==> src/rtl/fwd_pkg.sv <==
// Shared types for the forwarding / load-use hazard unit: instruction types,
// operand-mux select codes, internal forward kinds and instruction-class helpers.
package fwd_pkg;

  typedef enum logic [2:0] {
    ITYPE_ALU_RR  = 3'd0,
    ITYPE_ALU_IMM = 3'd1,
    ITYPE_LOAD    = 3'd2,
    ITYPE_STORE   = 3'd3,
    ITYPE_BRANCH  = 3'd4,
    ITYPE_NOP     = 3'd5,
    ITYPE_PP_H    = 3'd6,
    ITYPE_PP_V    = 3'd7
  } itype_e;

  typedef enum logic [1:0] {
    SRC_A_EXMEM_ALU = 2'd0,
    SRC_A_MEMWB_ALU = 2'd1,
    SRC_A_MEMWB_LD  = 2'd2,
    SRC_A_IDEX      = 2'd3
  } src_a_e;

  typedef enum logic [2:0] {
    SRC_B_IDEX      = 3'd0,
    SRC_B_IMM       = 3'd1,
    SRC_B_MEMWB_LD  = 3'd2,
    SRC_B_MEMWB_ALU = 3'd3,
    SRC_B_EXMEM_ALU = 3'd4,
    SRC_B_PP_V      = 3'd5,
    SRC_B_PP_H      = 3'd6
  } src_b_e;

  // Stage-neutral result of one source's match, mapped to mux codes by the top.
  typedef enum logic [1:0] {
    FWD_NONE   = 2'd0,
    FWD_MEM    = 2'd1,
    FWD_WB_ALU = 2'd2,
    FWD_WB_LD  = 2'd3
  } fwd_sel_e;

  typedef enum logic {
    ST_RUN   = 1'b0,
    ST_STALL = 1'b1
  } hz_state_e;

  function automatic logic is_writer(input itype_e t);
    return (t inside {ITYPE_ALU_RR, ITYPE_ALU_IMM, ITYPE_LOAD});
  endfunction

  function automatic logic reads_rs(input itype_e t);
    return (t inside {ITYPE_ALU_RR, ITYPE_ALU_IMM, ITYPE_LOAD, ITYPE_STORE,
                      ITYPE_PP_H, ITYPE_PP_V});
  endfunction

  function automatic logic reads_rt(input itype_e t);
    return (t inside {ITYPE_ALU_RR, ITYPE_STORE});
  endfunction

endpackage

==> src/rtl/fwd_hazard_unit_fwd_select.sv <==
// Per-source forward match: MEM beats WB, a load in MEM never forwards,
// and register 0 is ignored when ZERO_REG is set.
module fwd_select
  import fwd_pkg::*;
#(
  parameter int REG_AW   = 5,
  parameter int ZERO_REG = 1
) (
  input  logic [REG_AW-1:0] src,
  input  logic              src_used,
  input  logic [REG_AW-1:0] exmem_wba,
  input  itype_e            exmem_type,
  input  logic [REG_AW-1:0] memwb_wba,
  input  itype_e            memwb_type,
  output fwd_sel_e          sel
);

  logic src_ok;
  logic mem_hit;
  logic wb_hit;

  always_comb begin
    src_ok  = src_used && ((ZERO_REG == 0) || (src != '0));
    mem_hit = src_ok && is_writer(exmem_type) && (exmem_type != ITYPE_LOAD) &&
              (exmem_wba == src);
    wb_hit  = src_ok && is_writer(memwb_type) && (memwb_wba == src);
    sel = FWD_NONE;
    if (mem_hit) begin
      sel = FWD_MEM;
    end else if (wb_hit) begin
      sel = (memwb_type == ITYPE_LOAD) ? FWD_WB_LD : FWD_WB_ALU;
    end
  end

endmodule

==> src/rtl/fwd_hazard_unit.sv <==
// EX operand forwarding plus load-use stall FSM for the 5-stage pipeline.
// Optional activity counters are built when FWD_HAZARD_STATS_EN is defined.
module fwd_hazard_unit
  import fwd_pkg::*;
#(
  parameter int REG_AW   = 5,
  parameter int ITYPE_W  = 3,
  parameter int LOAD_LAT = 1,
  parameter int ZERO_REG = 1
) (
  input  logic               clk,
  input  logic               rst_n,
  input  logic [REG_AW-1:0]  ifid_rs,
  input  logic [REG_AW-1:0]  ifid_rt,
  input  logic [ITYPE_W-1:0] ifid_type,
  input  logic [REG_AW-1:0]  idex_rs,
  input  logic [REG_AW-1:0]  idex_rt,
  input  logic [REG_AW-1:0]  idex_wba,
  input  logic [ITYPE_W-1:0] idex_type,
  input  logic [REG_AW-1:0]  exmem_wba,
  input  logic [ITYPE_W-1:0] exmem_type,
  input  logic [REG_AW-1:0]  memwb_wba,
  input  logic [ITYPE_W-1:0] memwb_type,
  output logic [1:0]         alu_src_a,
  output logic [2:0]         alu_src_b,
  output logic               ifid_hold,
  output logic               idex_bubble,
  output logic               stall_busy
`ifdef FWD_HAZARD_STATS_EN
  ,
  output logic [31:0]        fwd_cnt,
  output logic [31:0]        stall_cnt
`endif
);

  localparam logic [2:0] CNT_INIT = 3'(LOAD_LAT - 1);

  // Type codes beyond the defined set behave as NOPs.
  function automatic itype_e decode_type(input logic [ITYPE_W-1:0] raw);
    logic [31:0] wide;
    wide = 32'(raw);
    if (wide > 32'd7) begin
      return ITYPE_NOP;
    end
    return itype_e'(wide[2:0]);
  endfunction

  itype_e    ifid_t, idex_t, exmem_t, memwb_t;
  fwd_sel_e  a_sel, b_sel;
  src_a_e    src_a;
  src_b_e    src_b;
  hz_state_e state_q, state_d;
  logic [2:0] cnt_q, cnt_d;
  logic      rs_dep, rt_dep, load_dst_ok, hazard;

  always_comb begin
    ifid_t  = decode_type(ifid_type);
    idex_t  = decode_type(idex_type);
    exmem_t = decode_type(exmem_type);
    memwb_t = decode_type(memwb_type);
  end

  fwd_select #(.REG_AW(REG_AW), .ZERO_REG(ZERO_REG)) u_sel_a (
    .src        (idex_rs),
    .src_used   (reads_rs(idex_t)),
    .exmem_wba  (exmem_wba),
    .exmem_type (exmem_t),
    .memwb_wba  (memwb_wba),
    .memwb_type (memwb_t),
    .sel        (a_sel)
  );

  fwd_select #(.REG_AW(REG_AW), .ZERO_REG(ZERO_REG)) u_sel_b (
    .src        (idex_rt),
    .src_used   (reads_rt(idex_t)),
    .exmem_wba  (exmem_wba),
    .exmem_type (exmem_t),
    .memwb_wba  (memwb_wba),
    .memwb_type (memwb_t),
    .sel        (b_sel)
  );

  // A store's rt match feeds its data path, so only RegReg forwards onto B.
  always_comb begin
    unique case (a_sel)
      FWD_MEM:    src_a = SRC_A_EXMEM_ALU;
      FWD_WB_ALU: src_a = SRC_A_MEMWB_ALU;
      FWD_WB_LD:  src_a = SRC_A_MEMWB_LD;
      default:    src_a = SRC_A_IDEX;
    endcase

    src_b = SRC_B_IMM;
    if ((idex_t == ITYPE_ALU_RR) && (b_sel != FWD_NONE)) begin
      unique case (b_sel)
        FWD_MEM:    src_b = SRC_B_EXMEM_ALU;
        FWD_WB_ALU: src_b = SRC_B_MEMWB_ALU;
        default:    src_b = SRC_B_MEMWB_LD;
      endcase
    end else begin
      unique case (idex_t)
        ITYPE_ALU_RR: src_b = SRC_B_IDEX;
        ITYPE_PP_H:   src_b = SRC_B_PP_H;
        ITYPE_PP_V:   src_b = SRC_B_PP_V;
        default:      src_b = SRC_B_IMM;
      endcase
    end

    alu_src_a = src_a;
    alu_src_b = src_b;
  end

  // Detection is masked in STALL and during reset so bubbles never retrigger.
  always_comb begin
    rs_dep      = reads_rs(ifid_t) && (ifid_rs == idex_wba);
    rt_dep      = reads_rt(ifid_t) && (ifid_rt == idex_wba);
    load_dst_ok = (idex_t == ITYPE_LOAD) && ((ZERO_REG == 0) || (idex_wba != '0));
    hazard      = rst_n && (state_q == ST_RUN) && load_dst_ok && (rs_dep || rt_dep);
  end

  always_ff @(posedge clk or negedge rst_n) begin
    if (!rst_n) begin
      state_q <= ST_RUN;
      cnt_q   <= '0;
    end else begin
      state_q <= state_d;
      cnt_q   <= cnt_d;
    end
  end

  // The detecting cycle is the first stall cycle, so STALL covers LOAD_LAT-1 more.
  always_comb begin
    state_d = state_q;
    cnt_d   = cnt_q;
    unique case (state_q)
      ST_RUN: begin
        if (hazard && (LOAD_LAT > 1)) begin
          state_d = ST_STALL;
          cnt_d   = CNT_INIT;
        end
      end
      ST_STALL: begin
        if (cnt_q <= 3'd1) begin
          state_d = ST_RUN;
          cnt_d   = '0;
        end else begin
          cnt_d = cnt_q - 3'd1;
        end
      end
      default: begin
        state_d = ST_RUN;
        cnt_d   = '0;
      end
    endcase
  end

  always_comb begin
    stall_busy  = (state_q == ST_STALL);
    ifid_hold   = hazard || stall_busy;
    idex_bubble = hazard || stall_busy;
  end

`ifdef FWD_HAZARD_STATS_EN
  logic [31:0] fwd_cnt_q, fwd_cnt_d;
  logic [31:0] stall_cnt_q, stall_cnt_d;
  logic        fwd_any;

  // Counters saturate rather than wrap.
  always_comb begin
    fwd_any = (src_a != SRC_A_IDEX) ||
              (src_b inside {SRC_B_MEMWB_LD, SRC_B_MEMWB_ALU, SRC_B_EXMEM_ALU});
    fwd_cnt_d = fwd_cnt_q;
    if (fwd_any && (fwd_cnt_q != '1)) begin
      fwd_cnt_d = fwd_cnt_q + 32'd1;
    end
    stall_cnt_d = stall_cnt_q;
    if (ifid_hold && (stall_cnt_q != '1)) begin
      stall_cnt_d = stall_cnt_q + 32'd1;
    end
  end

  always_ff @(posedge clk or negedge rst_n) begin
    if (!rst_n) begin
      fwd_cnt_q   <= '0;
      stall_cnt_q <= '0;
    end else begin
      fwd_cnt_q   <= fwd_cnt_d;
      stall_cnt_q <= stall_cnt_d;
    end
  end

  always_comb begin
    fwd_cnt   = fwd_cnt_q;
    stall_cnt = stall_cnt_q;
  end
`endif

endmodule

==> config.mk <==
export PLATFORM = sky130hd
export DESIGN_NAME = fwd_hazard_unit
export DESIGN_NICKNAME = d
export VERILOG_FILES = /design/src/rtl/fwd_pkg.sv /design/src/rtl/fwd_hazard_unit_fwd_select.sv /design/src/rtl/fwd_hazard_unit.sv
export SDC_FILE = /design/constraint.sdc
export NUM_CORES = 1
export LEC_CHECK = 0
export CORE_ASPECT_RATIO = 1.2
export CORE_MARGIN = 4
export CORE_UTILIZATION = 33
export DETAILED_ROUTE_END_ITERATION = 10
export PLACE_DENSITY_LB_ADDON = 0.2
export SYNTH_ARGS = -nofsm -noshare
export SYNTH_HDL_FRONTEND = slang
export SYNTH_SLANG_ARGS = --single-unit
==> constraint.sdc <==
create_clock -name clk -period 2 [get_ports clk]
set_input_delay 0.4 -clock clk [delete_from_list [all_inputs] [get_ports clk]]
set_output_delay 0.4 -clock clk [all_outputs]
set_load 0.01 [all_outputs]
# ---- Word-level counts from Yosys, hierarchy flattened
# Index checks and enable logic that the tools add are counted.
dict set report totals {
  register_bits 4
  in_bits 49
  output_inout_bits 8
  wordCells 78
}
dict set report op_classes {
  addsub 1
  n_lt_le_gt_ge 1
  n_eq_ne 26
  mux 12
  bitwise 1
  n_reduce_logical 35
}
# op n
set ops {}
lappend ops {{$eq 5x5->1} 6}
lappend ops {{$logic_and 1x1->1} 19}
lappend ops {{$eq 3x2->1 const B} 6}
lappend ops {{$reduce_bool 5->1} 3}
lappend ops {{$eq 3x1->1 const B} 4}
lappend ops {{$eq 3x3->1 const B} 4}
lappend ops {{$logic_not 3->1} 4}
lappend ops {{$reduce_bool 6->1} 2}
lappend ops {{$pmux 3 s3} 1}
lappend ops {{$mux 2} 4}
lappend ops {{$eq 2x2->1 const B} 3}
lappend ops {{$mux 3} 2}
lappend ops {{$pmux 2 s3} 1}
lappend ops {{$pmux 3 s2} 1}
lappend ops {{$reduce_bool 2->1} 3}
lappend ops {{$reduce_bool 3->1} 2}
lappend ops {{$eq 2x1->1 const B} 2}
lappend ops {{$le 3x1->1 const B} 1}
lappend ops {{$mux 1} 3}
lappend ops {{$ne 3x2->1 const B} 1}
lappend ops {{$sub 3x1->3 const B} 1}
lappend ops {{$logic_or 1x1->1} 2}
lappend ops {{$not 1->1} 1}

# ---- Longest topological paths before layout
dict set report logic_depth {
  word_depth 10
  depth_mapped 6
  depth_no_buf 5
}

# ---- Hierarchy
# From an unflattened synthesis, not the netlist that was laid out.
dict set report unflattened {
  hier_cells 101
  area_unflattened_um2 787.0
}
# mod instances cells_per_inst area_each_um2
set by_module_without_submodules {}
lappend by_module_without_submodules {fwd_hazard_unit 1 57 462.9}
lappend by_module_without_submodules {{fwd_select (u_sel_a)} 1 22 163.9}
lappend by_module_without_submodules {{fwd_select (u_sel_b)} 1 22 160.2}

# ---- Worst setup path after synthesis
# No wires, ideal clock.
dict set report synth_timing {
  path_kind {input-to-output}
  from {input port idex_wba[2]}
  to {output port ifid_hold}
  arrival_ns 1.679
  required_ns 1.600
  path_slack_ns -0.079
  cell_stages 6
  n_path_buf 1
  path_cell_list {xor2_1 > or4_1 > nor4_2 > a31oi_1 > o21bai_1 > buf_4}
}
dict set report synth_between {
  elab_chain_cells 5
  word_cells_on_any_way 10
  cone_classes {eq/ne: 2; reduce/logical: 8}
}
# item line_no
set synth_lines {}
lappend synth_lines {{start: declaration} fwd_hazard_unit.sv:18} ;# input logic [REG_AW-1:0] idex_wba,
lappend synth_lines {{$eq 5x5->1 (tied with other cells)} fwd_hazard_unit.sv:114} ;# rs_dep = reads_rs(ifid_t) && (ifid_rs == idex_wba);
lappend synth_lines {{$logic_and 1x1->1, on equally long branches} {fwd_hazard_unit.sv:114, fwd_hazard_unit.sv:115, fwd_hazard_unit.sv:116}}
lappend synth_lines {{$logic_or 1x1->1 or $logic_and 1x1->1 (tied branches)} fwd_hazard_unit.sv:117} ;# hazard = rst_n && (state_q == ST_RUN) && load_dst_ok && (rs_dep || rt_dep);
lappend synth_lines {{$logic_and 1x1->1 (*)} fwd_hazard_unit.sv:117}
lappend synth_lines {{$logic_or 1x1->1 (*)} n/a}
lappend synth_lines {{end: declaration} fwd_hazard_unit.sv:26} ;# output logic ifid_hold,
# Every way passes the cells marked *; elsewhere a longest branch is shown, timed or not.

# ---- Final worst setup path
dict set report layout_timing {
  from {input port ifid_type[0]}
  to {output port idex_bubble}
}
dict set report layout_between {
  elab_chain_cells 6
  word_cells_on_any_way 13
  cone_classes {eq/ne: 5; reduce/logical: 8}
}
# item line_no
set layout_lines {}
lappend layout_lines {{start: declaration} fwd_hazard_unit.sv:15} ;# input logic [ITYPE_W-1:0] ifid_type,
lappend layout_lines {{$eq 3x1->1 (tied with other cells)} fwd_pkg.sv:51} ;# return (t inside {ITYPE_ALU_RR, ITYPE_ALU_IMM, ITYPE_LOAD, ITYPE_STORE,
lappend layout_lines {{$reduce_bool 6->1 or $reduce_bool 2->1 (tied branches)} {fwd_pkg.sv:51, fwd_pkg.sv:56}}
lappend layout_lines {{$logic_and 1x1->1, on equally long branches} {fwd_hazard_unit.sv:114, fwd_hazard_unit.sv:115}}
lappend layout_lines {{$logic_or 1x1->1 (*)} fwd_hazard_unit.sv:117}
lappend layout_lines {{$logic_and 1x1->1 (*)} fwd_hazard_unit.sv:117}
lappend layout_lines {{$logic_or 1x1->1 (*)} fwd_hazard_unit.sv:159} ;# idex_bubble = hazard || stall_busy;
lappend layout_lines {{end: declaration} fwd_hazard_unit.sv:27} ;# output logic idex_bubble,
# Marked as above.

==> results.sh <==
export IMPL_grt_util_all_layers_pct=20.0
export IMPL_synth_area_per_cell_um2=7.85
export IMPL_dp_cells=199
export IMPL_drc=0
export IMPL_timing_fmax_mhz=478
export IMPL_clockRootBuffer="clkbuf_4"
export IMPL_final_seq_area_um2=100
export IMPL_switching_share_pct=33.8
export IMPL_slowest_delay_ns=0.54
export IMPL_synth_top_area_share_pct=20.8
export IMPL_worst_setup_path_type="primary input to output pin"
export IMPL_placed_cell_area_um2=1480
export IMPL_dieArea_um2=2980
export IMPL_clkPwrFrac_pct=25.0
export IMPL_cp_cell_sequence="buf_6 -> xor2_1 -> or4_4 -> nor4_4 -> a31oi_1 -> o21bai_1 -> buf_2"
export IMPL_setup_viol=6
export IMPL_power_frac_seq_pct=17.3
export IMPL_synth_seq_area_share_pct=14.0
export IMPL_yosys_top_cells_area="xor2_1 (21%), xnor2_1 (18%), dfrtp_1 (14%), or4_1 (5.3%), ha_1 (3.5%)"
export IMPL_initial_core_util_pct=34.5
export IMPL_wirelength_mm=3.07
export IMPL_drt_first_iter_violations=17
export IMPL_grt_pass1_vias=1081
export IMPL_ys_warn_count=0
export IMPL_layout_drive_gt1_share_pct=47.1
export IMPL_clock_sinks=4
export IMPL_rsz0062_at_grt="yes"
export IMPL_syn_cell_area_um2=714
export IMPL_clock_path_buffers=2
export IMPL_slew_headroom_pct=77.7
export IMPL_synth_top_cells_by_count="xor2_1 (17), xnor2_1 (15), nor2_1 (6), inv_1 (5), or4_1 (5)"
export IMPL_worst_ep_required_time_ns=1.60
export IMPL_final_cell_area_um2=1610
export IMPL_drt_pass1_iter_count=4
export IMPL_worstSkewPairLatency_ns=0.26
export IMPL_crit_slowest_cell="or4_4"
export IMPL_cap_viol_max_count=0
export IMPL_fin_nets=225
export IMPL_p_leak_uw=0.000780
export IMPL_cts_buffers=3
export IMPL_synthToLayoutAreaGrowth_pct=125
export IMPL_p_comb_share_pct=57.7
export IMPL_whs_ns=0.473
export IMPL_row_count=18
export IMPL_place_congestion=0.831
export IMPL_wire_per_inst_um=15.2
export IMPL_syn_inst=91
export IMPL_cts_tree="done"
export IMPL_dr_total_vias=1014
export IMPL_hpwl_mm=2.35
export IMPL_port_buffers=55
export IMPL_outcome="complete, but fails checks"
export IMPL_crit_fanout=2
export IMPL_grt_antenna_before_repair=0
export IMPL_final_core_util_pct=77.5
export IMPL_synth_nets=142
export IMPL_multi_input_area_um2=742
export IMPL_power_per_cell_area_nw_per_um2=292
export IMPL_fin_cells=202
export IMPL_clock_skew_ns=0.00183
export IMPL_grt_pass1_wl_mm=4.51
export IMPL_async_flop_share_pct=100
export IMPL_power_switching_uw=158
export IMPL_vdd_ir_drop_max_mv=0.306
export IMPL_fillers=149
export IMPL_hold_violations=0
export IMPL_coreArea_um2=2070
export IMPL_synth_edf_count=0
export IMPL_synth_top_flop_cell="dfrtp_1"
export IMPL_fin_crit_ns=2.09
export IMPL_tightest_slew_ns=0.331
export IMPL_violations="setup timing"
export IMPL_setup_ws_ns=-0.0930
export IMPL_ioPinCount=57
export IMPL_ys_types=30
export IMPL_cts_clk_slew_worst_paths_ns=0.04
export IMPL_worst_ep_arrival_time_ns=1.69
export IMPL_ant_nets=0
export IMPL_endpoint_kind="output pin"
export IMPL_grt_max_degree=8
export IMPL_overflow=0
export IMPL_synth_seq_cells=4
export IMPL_h_tree_depth=1
export IMPL_num_antenna_cells=0
export IMPL_die_x_um=50.5
export IMPL_period_share_pct=105
export IMPL_hold_path_class="primary input to async pin"
export IMPL_die_height_um=59.0
export IMPL_finalMaxSlewViolations=0
export IMPL_yosys_area_top_type="xor2_1"
export IMPL_viasPerCell=5.02
export IMPL_synth_most_common_cell="xor2_1"
export IMPL_postCtsHoldBufs=0
export IMPL_p_int_uw=310
export IMPL_post_cts_buffers=0
export IMPL_crit_path_start_kind="primary input"
area by class of cell:
| cell class | instances | share of cell area (%) |
|---|---|---|
| clock buffers | 3 | 1.40 |
| inverters | 5 | 1.17 |
| multi-input cells | 80 | 46.2 |
| flip-flops and latches | 4 | 6.23 |
| well taps | 30 | 2.34 |
| repair buffers | 80 | 42.7 |
worst paths after layout:
check | startpoint | end | slack [ns] | cells past startpoint
min reg2reg | cnt_q[2] | cnt_q[2] | 0.51 | 1
max | ifid_type[0] | idex_bubble | -0.09 | 7
max in group asynchronous | rst_n | cnt_q[0] | 1.42 | 2
min | rst_n | cnt_q[2] | 0.47 | 2
min in group clk | cnt_q[2] | cnt_q[2] | 0.51 | 1
max reg2reg | cnt_q[1] | cnt_q[1] | 0.70 | 5
power by group through the flow:
stage                     Clock [uW]  Combinational, uW  Sequential, uW
after floorplan                    0               70.7            82.4
after global placement             0                240            82.4
after detailed placement           0                246            82.4
after CTS                        120                245            81.2
after global routing             123                288            81.1
final                            117                270            81.2
cells in the final DEF (no fill, tap or decap), types with 2 or more instances in the layout:
cell type        Yosys  routed
clkbuf_4             0       3
nand2_1              4       4
xnor2_1             15       8
clkdlybuf4s15_1      0       3
inv_1                5       5
buf_4                1      23
nand4_1              4       4
or4_4                0       6
dlymetal6s2s_1       0       5
nor4_2               1       2
dlygate4sd2_1        0      11
buf_2                0      13
clkdlybuf4s50_1      0       9
xnor2_2              0       7
ha_1                 2       2
nor2_1               6       5
a21oi_1              4       3
nor4_1               4       2
xor2_1              17      17
buf_6                0      11
buf_8                0       2
clkbuf_2             0       3
dfrtp_1              4       4
kinds of logic (layout without fill, tap and decap cells):
group           after synthesis  in the layout  synth area share, %
xor+xnor                     32             32                 39.2
simple gates                 31             31                 25.6
compound gates               14             14                 12.1
buf+inv                       7             88                 4.20
flops                         4              4                 14.0
fa+ha+maj                     2              2                 3.50
mux                           1              1                 1.40
metrics by stage:
step | worst slack, ns | power (uW) | TNS, ns
after CTS | -0.194 | 446 | -0.529
after global placement | -0.859 | 322 | -5.54
after floorplan | -0.0635 | 153 | -0.0635
after detailed placement | -0.890 | 328 | -5.72
after global routing | -0.191 | 492 | -0.718
final | -0.0930 | 468 | -0.372
worst max-delay path: cells and delay by family:
kind | cells | cell delay, ns
xor+xnor | 1 | 0.14
simple gates | 2 | 0.68
compound gates | 2 | 0.21
buf+inv | 2 | 0.25
per-layer routing:
metal	global-route usage, %	up-vias	part of all wire, %
met1	18.5	461	33
met5	0	-	0
met2	40.5	59	55
met3	4.03	6	9.4
met4	10.0	0	2.5
li1	-	488	-
flip-flops by register name, indices dropped and copies added (netlist names):
| register | flops |
|---|---|
| stall_busy | 1 |
| cnt_q | 3 |
timing repair:
action / in CTS / in global routing
gates resized for setup: 136 / 35
pin swaps: 29 / 25
endpoints found under the setup margin: 7 / 7
No activity file was read; power rests on OpenSTA's default activity.
